`src/rtl/kmc_misc_gen.sv`:
```
// kmc_misc_gen: KMC11-class miscellaneous control/status register.
// Latency: register fields update one clk after i_ld; irq pulse is combinational;
//   timer expiry pulses one clk after the tick edge at which a count leaves 1.
// Backpressure: none; i_ld is a plain write strobe and is always accepted.
//
// Ports:
//   clk, rst       clock; synchronous active-high reset
//   i_init         soft init, identical in effect to rst
//   i_ld           register write strobe
//   i_wdata        write data from the microsequencer ALU
//   i_irqi         interrupt-out state, shown on the readback MSB
//   i_set_sticky   hardware set of sticky error bits
//   o_irq_set      IRQ trigger pulse (i_ld & i_wdata MSB)
//   o_tmr_expire   one-clk expiry pulse per timer
//   o_ctl          plain R/W control bits, LSB-aligned
//   o_rdata        register readback
//
// Register layout, MSB to LSB:
//   [WIDTH-1]                    IRQ (write: trigger pulse, read: i_irqi)
//   [WIDTH-2 : WIDTH-1-NTMR]     timers, timer i at bit WIDTH-1-NTMR+i
//                                (write 1: start/retrigger, read 1: idle)
//   [WIDTH-2-NTMR : NSTKY]       plain control bits
//   [NSTKY-1 : 0]                sticky error bits

module kmc_misc_gen #(
  parameter int              WIDTH        = 8,
  parameter int              NTMR         = 2,
  parameter int              CNTW         = 12,
  parameter int              TMRVAL       = 3000,
  parameter int              PRESCALE     = 1,
  parameter logic [NTMR-1:0] TMR_PERIODIC = '0,
  parameter int              NSTKY        = 1
) (
  input  logic                          clk,
  input  logic                          rst,
  input  logic                          i_init,
  input  logic                          i_ld,
  input  logic [WIDTH-1:0]              i_wdata,
  input  logic                          i_irqi,
  input  logic [NSTKY-1:0]              i_set_sticky,
  output logic                          o_irq_set,
  output logic [NTMR-1:0]               o_tmr_expire,
  output logic [WIDTH-NTMR-NSTKY-2:0]   o_ctl,
  output logic [WIDTH-1:0]              o_rdata
);

  localparam int NCTL    = WIDTH - NTMR - NSTKY - 1;
  localparam int TMR_LSB = WIDTH - 1 - NTMR;
  localparam int CTL_LSB = NSTKY;

  // Prescaler counter width; a single bit is kept even when PRESCALE=1 so the
  // logic stays uniform (the counter then simply sits at zero).
  localparam int            PW       = (PRESCALE > 1) ? $clog2(PRESCALE) : 1;
  localparam logic [PW-1:0] PRE_LAST = PW'(PRESCALE - 1);

  localparam logic [CNTW-1:0] RELOAD  = CNTW'(TMRVAL);
  localparam logic [CNTW-1:0] CNT_ONE = CNTW'(1);

  logic              w_clr;
  logic              w_tick;
  logic [PW-1:0]     r_pre;
  logic [NCTL-1:0]   r_ctl;
  logic [NSTKY-1:0]  r_sticky;
  logic [NTMR-1:0]   w_tmr_idle;

  // Soft init and reset are indistinguishable to the register state.
  assign w_clr = rst | i_init;

  //--------------------------------------------------------------------------
  // Prescaler: free-running; timer writes never disturb its phase, which is
  // why expiry latency varies by up to one tick when PRESCALE > 1.
  //--------------------------------------------------------------------------
  assign w_tick = (r_pre == PRE_LAST);

  always_ff @(posedge clk) begin
    if (w_clr || w_tick) begin
      r_pre <= '0;
    end else begin
      r_pre <= r_pre + PW'(1);
    end
  end

  //--------------------------------------------------------------------------
  // IRQ trigger: pure write decode, nothing stored.
  //--------------------------------------------------------------------------
  assign o_irq_set = i_ld & i_wdata[WIDTH-1];

  //--------------------------------------------------------------------------
  // Plain control bits.
  //--------------------------------------------------------------------------
  always_ff @(posedge clk) begin
    if (w_clr) begin
      r_ctl <= '0;
    end else if (i_ld) begin
      r_ctl <= i_wdata[CTL_LSB +: NCTL];
    end
  end

  assign o_ctl = r_ctl;

  //--------------------------------------------------------------------------
  // Sticky error bits: a hardware set beats a software write in the same
  // cycle so an error can never be lost by a coincident clear.
  //--------------------------------------------------------------------------
  for (genvar gs = 0; gs < NSTKY; gs++) begin : g_stky
    always_ff @(posedge clk) begin
      if (w_clr) begin
        r_sticky[gs] <= 1'b0;
      end else if (i_set_sticky[gs]) begin
        r_sticky[gs] <= 1'b1;
      end else if (i_ld) begin
        r_sticky[gs] <= i_wdata[gs];
      end
    end
  end

  //--------------------------------------------------------------------------
  // Timers. Each counts down in prescaled ticks; the expiry pulse is
  // registered and fires on the tick that takes the count out of 1.
  //--------------------------------------------------------------------------
  for (genvar gi = 0; gi < NTMR; gi++) begin : g_tmr
    logic [CNTW-1:0] r_cnt;
    logic [CNTW-1:0] w_cnt_nxt;
    logic            r_exp;
    logic            w_exp_nxt;
    logic            w_wbit;

    assign w_wbit = i_wdata[TMR_LSB + gi];

    if (TMR_PERIODIC[gi]) begin : g_per
      // Periodic: writing 1 starts the timer, writing 0 stops it silently.
      logic r_run;
      logic w_run_nxt;

      always_comb begin
        w_run_nxt = r_run;
        w_cnt_nxt = r_cnt;
        w_exp_nxt = 1'b0;
        if (i_ld) begin
          if (w_wbit) begin
            w_run_nxt = 1'b1;
            w_cnt_nxt = RELOAD;
          end else begin
            w_run_nxt = 1'b0;
            w_cnt_nxt = '0;
          end
        end else if (w_tick && r_run && (r_cnt != '0)) begin
          if (r_cnt == CNT_ONE) begin
            // Reload instead of passing through 0, so the idle bit stays
            // low for as long as the timer runs.
            w_cnt_nxt = RELOAD;
            w_exp_nxt = 1'b1;
          end else begin
            w_cnt_nxt = r_cnt - CNT_ONE;
          end
        end
      end

      always_ff @(posedge clk) begin
        if (w_clr) begin
          r_run <= 1'b0;
        end else begin
          r_run <= w_run_nxt;
        end
      end
    end else begin : g_one
      // One-shot: writing 1 (re)triggers; writing 0 leaves the timer alone.
      always_comb begin
        w_cnt_nxt = r_cnt;
        w_exp_nxt = 1'b0;
        if (i_ld && w_wbit) begin
          w_cnt_nxt = RELOAD;
        end else if (w_tick && (r_cnt != '0)) begin
          w_cnt_nxt = r_cnt - CNT_ONE;
          w_exp_nxt = (r_cnt == CNT_ONE);
        end
      end
    end

    always_ff @(posedge clk) begin
      if (w_clr) begin
        r_cnt <= '0;
        r_exp <= 1'b0;
      end else begin
        r_cnt <= w_cnt_nxt;
        r_exp <= w_exp_nxt;
      end
    end

    assign w_tmr_idle[gi]   = (r_cnt == '0);
    assign o_tmr_expire[gi] = r_exp;
  end

  //--------------------------------------------------------------------------
  // Readback.
  //--------------------------------------------------------------------------
  assign o_rdata = {i_irqi, w_tmr_idle, r_ctl, r_sticky};

endmodule

```
`config.mk`:
```
export PLATFORM = sky130hd
export DESIGN_NAME = kmc_misc_gen
export DESIGN_NICKNAME = d
export VERILOG_FILES = /design/src/rtl/kmc_misc_gen.sv
export SDC_FILE = /design/constraint.sdc
export NUM_CORES = 1
export LEC_CHECK = 0
export ABC_AREA = 1
export CAP_MARGIN = 15
export CELL_PAD_IN_SITES_DETAIL_PLACEMENT = 2
export CELL_PAD_IN_SITES_GLOBAL_PLACEMENT = 2
export CORE_MARGIN = 8
export CORE_UTILIZATION = 29
export DETAILED_ROUTE_END_ITERATION = 6
export PLACE_DENSITY_LB_ADDON = 0.12
export SYNTH_ARGS = -nofsm -noshare
export SYNTH_HDL_FRONTEND = slang
export SYNTH_SLANG_ARGS = --single-unit
```
`constraint.sdc`:
```
create_clock -name clk -period 2.1 [get_ports clk]
set_clock_uncertainty 0.1 [all_clocks]
set_input_delay 0.42 -clock clk [delete_from_list [all_inputs] [get_ports clk]]
set_output_delay 0.42 -clock clk [all_outputs]
set_load 0.005 [all_outputs]
```
# Word level (Yosys, flattened, before mapping)
# Cells that the tools add are included.
[totals]
register_bits = 32
latchBits = 0
mem_bits_rw = 0
rom_bits = 0
in_bits = 14
out_inout_bits = 15
elab_cells = 41
n_memories = 0
[op_classes]
add_sub_neg = 3
n_mul = 0
div_mod_pow = 0
magnitude_cmp = 0
n_eq_ne = 2
shift = 0
n_mux = 6
n_bitwise = 5
n_reduce_logical = 16
[ops]
columns = ["op", "count"]
rows = [
  ["12-bit two-way mux", 4],
  ["12-bit by 1-bit == test with 1-bit output, second input constant", 2],
  ["12-bit zero test", 2],
  ["12-bit nonzero test", 2],
  ["12-bit by 1-bit subtractor with 12-bit output, second input constant", 2],
  ["2-bit nonzero test", 3],
  ["3-bit OR reduction", 2],
  ["1-bit logical AND", 4],
  ["2-bit OR reduction", 2],
  ["1-bit NOT", 3],
  ["1-bit two-way mux", 2],
  ["1-bit adder, second input constant", 1],
  ["1-bit bitwise AND", 1],
  ["1-bit logical OR", 1],
  ["1-bit bitwise OR", 1],
]

# Longest topological paths before layout
[depth]
ltp_word = 4
ltp_mapped = 11
mapped_depth_nobuf = 10

# Least setup slack after synthesis
# No wires, ideal clock.
[synth_timing]
kind = "reg2out"
start = "reg g_tmr[1].r_cnt[0]"
end = "out o_rdata[6]"
arrival_ps = 957
required_time_ps = 1580
path_slack_ps = 623
path_stages_with_launch = 5
n_path_buf = 0
cell_sequence = "dfxtp_1 -> inv_1 -> ha_1 -> nand2_1 -> nor4_1"
[synth_between]
elab_chain_cells = 1
[synth_rtl]
columns = ["element", "line", "rtl"]
rows = [
  ["from (decl)", "122", "logic [CNTW-1:0] r_cnt;"],
  ["from (signal assigned)", "185", "r_cnt <= w_cnt_nxt;"],
  ["12-bit zero test", "190", "assign w_tmr_idle[gi] = (r_cnt == '0);"],
  ["to (decl)", "44", "output logic [WIDTH-1:0] o_rdata"],
]
# No other way between the ends.

# Worst setup path after layout
[layout_timing]
start = "in i_ld"
end = "out o_irq_set"
[layout_between]
elab_chain_cells = 1
[layout_rtl]
columns = ["element", "line", "rtl"]
rows = [
  ["from (decl)", "37", "input logic i_ld,"],
  ["1-bit bitwise AND", "86", "assign o_irq_set = i_ld & i_wdata[WIDTH-1];"],
  ["to (decl)", "41", "output logic o_irq_set,"],
]
# No other way between the ends.

==> out/metrics.cfg <==
[run_status]
status = completed

[yosys]
synth_cell_type_count = 28
synth-seq-cells = 32
syn_area_per_cell_um2 = 6.52
ys_seq_area_frac = 0.330
netlist_instances = 298
synth.cell_area_um2 = 1940
syn-num-nets = 318
yosys_warnings = 0

[power]
power_density_nw_per_um2 = 776
p_leak_nw = 1.20
peakVddDrop_v = 0.000241

[final_layout]
synthToLayoutAreaGrowth_pct = 24.2
n_antenna_cell = 0
drive_gt1_frac = 0.120
final_nets = 352

[clock_network]
clk_pin_slew_ns = 0.07
insertion_delay_ns = 0.29
h-tree-depth = 2
cts_buffers = 5
cts_num_sinks = 32
clockRootBuffer = clkbuf_8
ctsLongestPathBuffers = 2
holdBufCountCts = 0
cts_tree = built

[timing]
drv_slew = 0
min_period_ns = 2.01
period_share = 0.959
rsz0062_at_grt = no
finalSetupViolCount = 0
tns_ns = 0
fin_ws_ns = 0.0871
hold_viol = 0
max_freq_ghz = 0.497

[die]
coreArea_um2 = 6640
ios = 29
die_area_um2 = 9570
die_x_um = 97.8
die_h_um = 97.8
initial_core_util = 0.292
num_rows = 30

[place]
gp_congestion = 0.785
port_buffers = 26
dp_hpwl_um = 4490
dpl_worst_slack_ns = 0.0609

[min_path]
hp-class = register to register

[global_route]
antenna_found_initial = 0
grt_max_degree = 15
grt_first_pass_wirelength_um = 10400
gr-total-overflow = 0
gr-usage-all-layers = 0.132
first_global_vias = 2192

[route]
ant_nets = 0
wl_per_cell_um = 14.2
firstDrtPassIters = 4
wl_um = 5870
viasPerCell = 4.79
drcViolationCount = 0
vias = 1977
drt-initial-drc-count = 32

[setup_path]
crit_path_start_kind = input port
end_kind = output port
cp_data_required_time_ns = 1.58
arrival_ns = 1.49
crit_fanout = 2
path_class = input port to output port

[run]
maxCapViolations = 0

==> state kept, by name, indices dropped and copies added, names as in the netlist <==
signal	count
r_pre	1
o_ctl	4
g_tmr.r_exp	2
r_sticky	1
g_tmr.r_cnt	24
==> cell usage in the layout, fill, tap and decap left out <==
cell type,instances
xor2_1,5
nor4_2,1
clkdlybuf4s50_1,24
dlygate4sd2_1,2
nor4_1,1
buf_4,16
dfxtp_2,1
inv_1,35
nand4_1,4
and3_1,1
nor3b_1,1
nor2_1,32
clkbuf_1,2
nand2_1,83
dfxtp_1,31
ha_1,5
nand2_4,2
a21oi_1,19
nor2_2,5
ha_2,1
nor2_4,3
clkbuf_8,6
conb_1,1
nand3b_1,1
nand3_1,35
clkinv_1,1
inv_2,1
o21bai_1,2
o21ai_1,2
o21ai_0,5
a21oi_2,1
nor3_1,1
nand2_2,3
==> routing by layer <==
metal,up-vias,GRT usage,wire [um]
li1,996,-,-
met1,953,0.161,2810
met4,0,0.0396,67
met2,22,0.225,2810
met3,6,0.0313,189
met5,-,0,0
==> report_power, final <==
| group | switching (mW) | internal (mW) |
|---|---|---|
| Sequential | 0.0397 | 0.645 |
| Clock | 0.239 | 0.268 |
| Combinational | 0.412 | 0.267 |
| Total | 0.691 | 1.18 |
==> final timing paths <==
check                                               startpoint                              to  slack [ns]  cells after the start
worst max-delay path                                      i_ld                       o_irq_set        0.09                      4
worst min-delay path                     r_sticky$_SDFFE_PP0P_           r_sticky$_SDFFE_PP0P_        0.37                      2
worst max register to register  g_tmr[1].r_cnt[4]$_SDFFE_PP0P_  g_tmr[1].r_cnt[3]$_SDFFE_PP0P_        0.38                     10
worst min register to register           r_sticky$_SDFFE_PP0P_           r_sticky$_SDFFE_PP0P_        0.37                      2
==> final cells by class <==
class	instances	area, um^2
tap	80	100
multi-input combinational	214	1060
timing repair buffer	42	378
clock buffer	8	90.1
inverter	37	139
fill	827	4230
sequential	32	642
==> cell families after synthesis <==
kind of cell | Yosys count | share of synthesized area
buffers and inverters | 52 | 0.131
XOR/XNOR | 5 | 0.0226
AND/OR/NAND/NOR | 173 | 0.396
flip-flops | 32 | 0.330
adder cells (fa/ha/maj) | 6 | 0.0387
AO/OA/AOI/OAI | 29 | 0.0792
other | 1 | 0.00193
==> what timing repair did <==
| item | in CTS | in global routing |
|---|---|---|
| gates resized for setup | 9 | 0 |
| setup buffers | 2 | 0 |
| endpoints found under the setup margin | 2 | 1 |
| pin swaps | 2 | 1 |
==> worst max-delay path: stages <==
cell,delay [ns]
clkdlybuf4s50_1,0.48
nand2_1,0.05
inv_1,0.05
clkdlybuf4s50_1,0.49
==> cell usage after synthesis <==
master	number	area, um^2
a21oi_1	19	95.1
a21oi_2	1	8.76
and3_1	1	6.26
buf_2	3	15.0
buf_4	10	75.1
buf_6	1	11.3
buf_8	1	15.0
clkinv_1	1	3.75
conb_1	1	3.75
dfxtp_1	32	641
ha_1	6	75.1
inv_1	36	135
nand2_1	83	312
nand2_2	3	18.8
nand2_4	2	22.5
nand3_1	35	175
nand3b_1	1	7.51
nand4_1	4	25.0
nor2_1	35	131
nor2_2	2	12.5
nor2_4	3	33.8
nor3_1	1	5.00
nor3b_1	1	7.51
nor4_1	2	12.5
o21ai_0	5	25.0
o21ai_1	2	10.0
o21bai_1	2	15.0
xor2_1	5	43.8
==> through the flow <==
step / utilization / instances / area [um^2] / hold slack (ns) / power (mW)
6_report: 0.363 / 413 / 2410 / 0.370 / 1.87
5_1_grt: 0.363 / 413 / 2410 / 0.415 / 2.02
4_1_cts: 0.363 / 413 / 2410 / 0.375 / 1.91
3_5_place_dp: 0.345 / 403 / 2290 / 0.365 / 1.37
3_3_place_gp: 0.345 / 403 / 2290 / 0.355 / 1.35
2_1_floorplan: - / 298 / 1940 / 0.345 / 1.17
(Power assumes the default switching activity.)
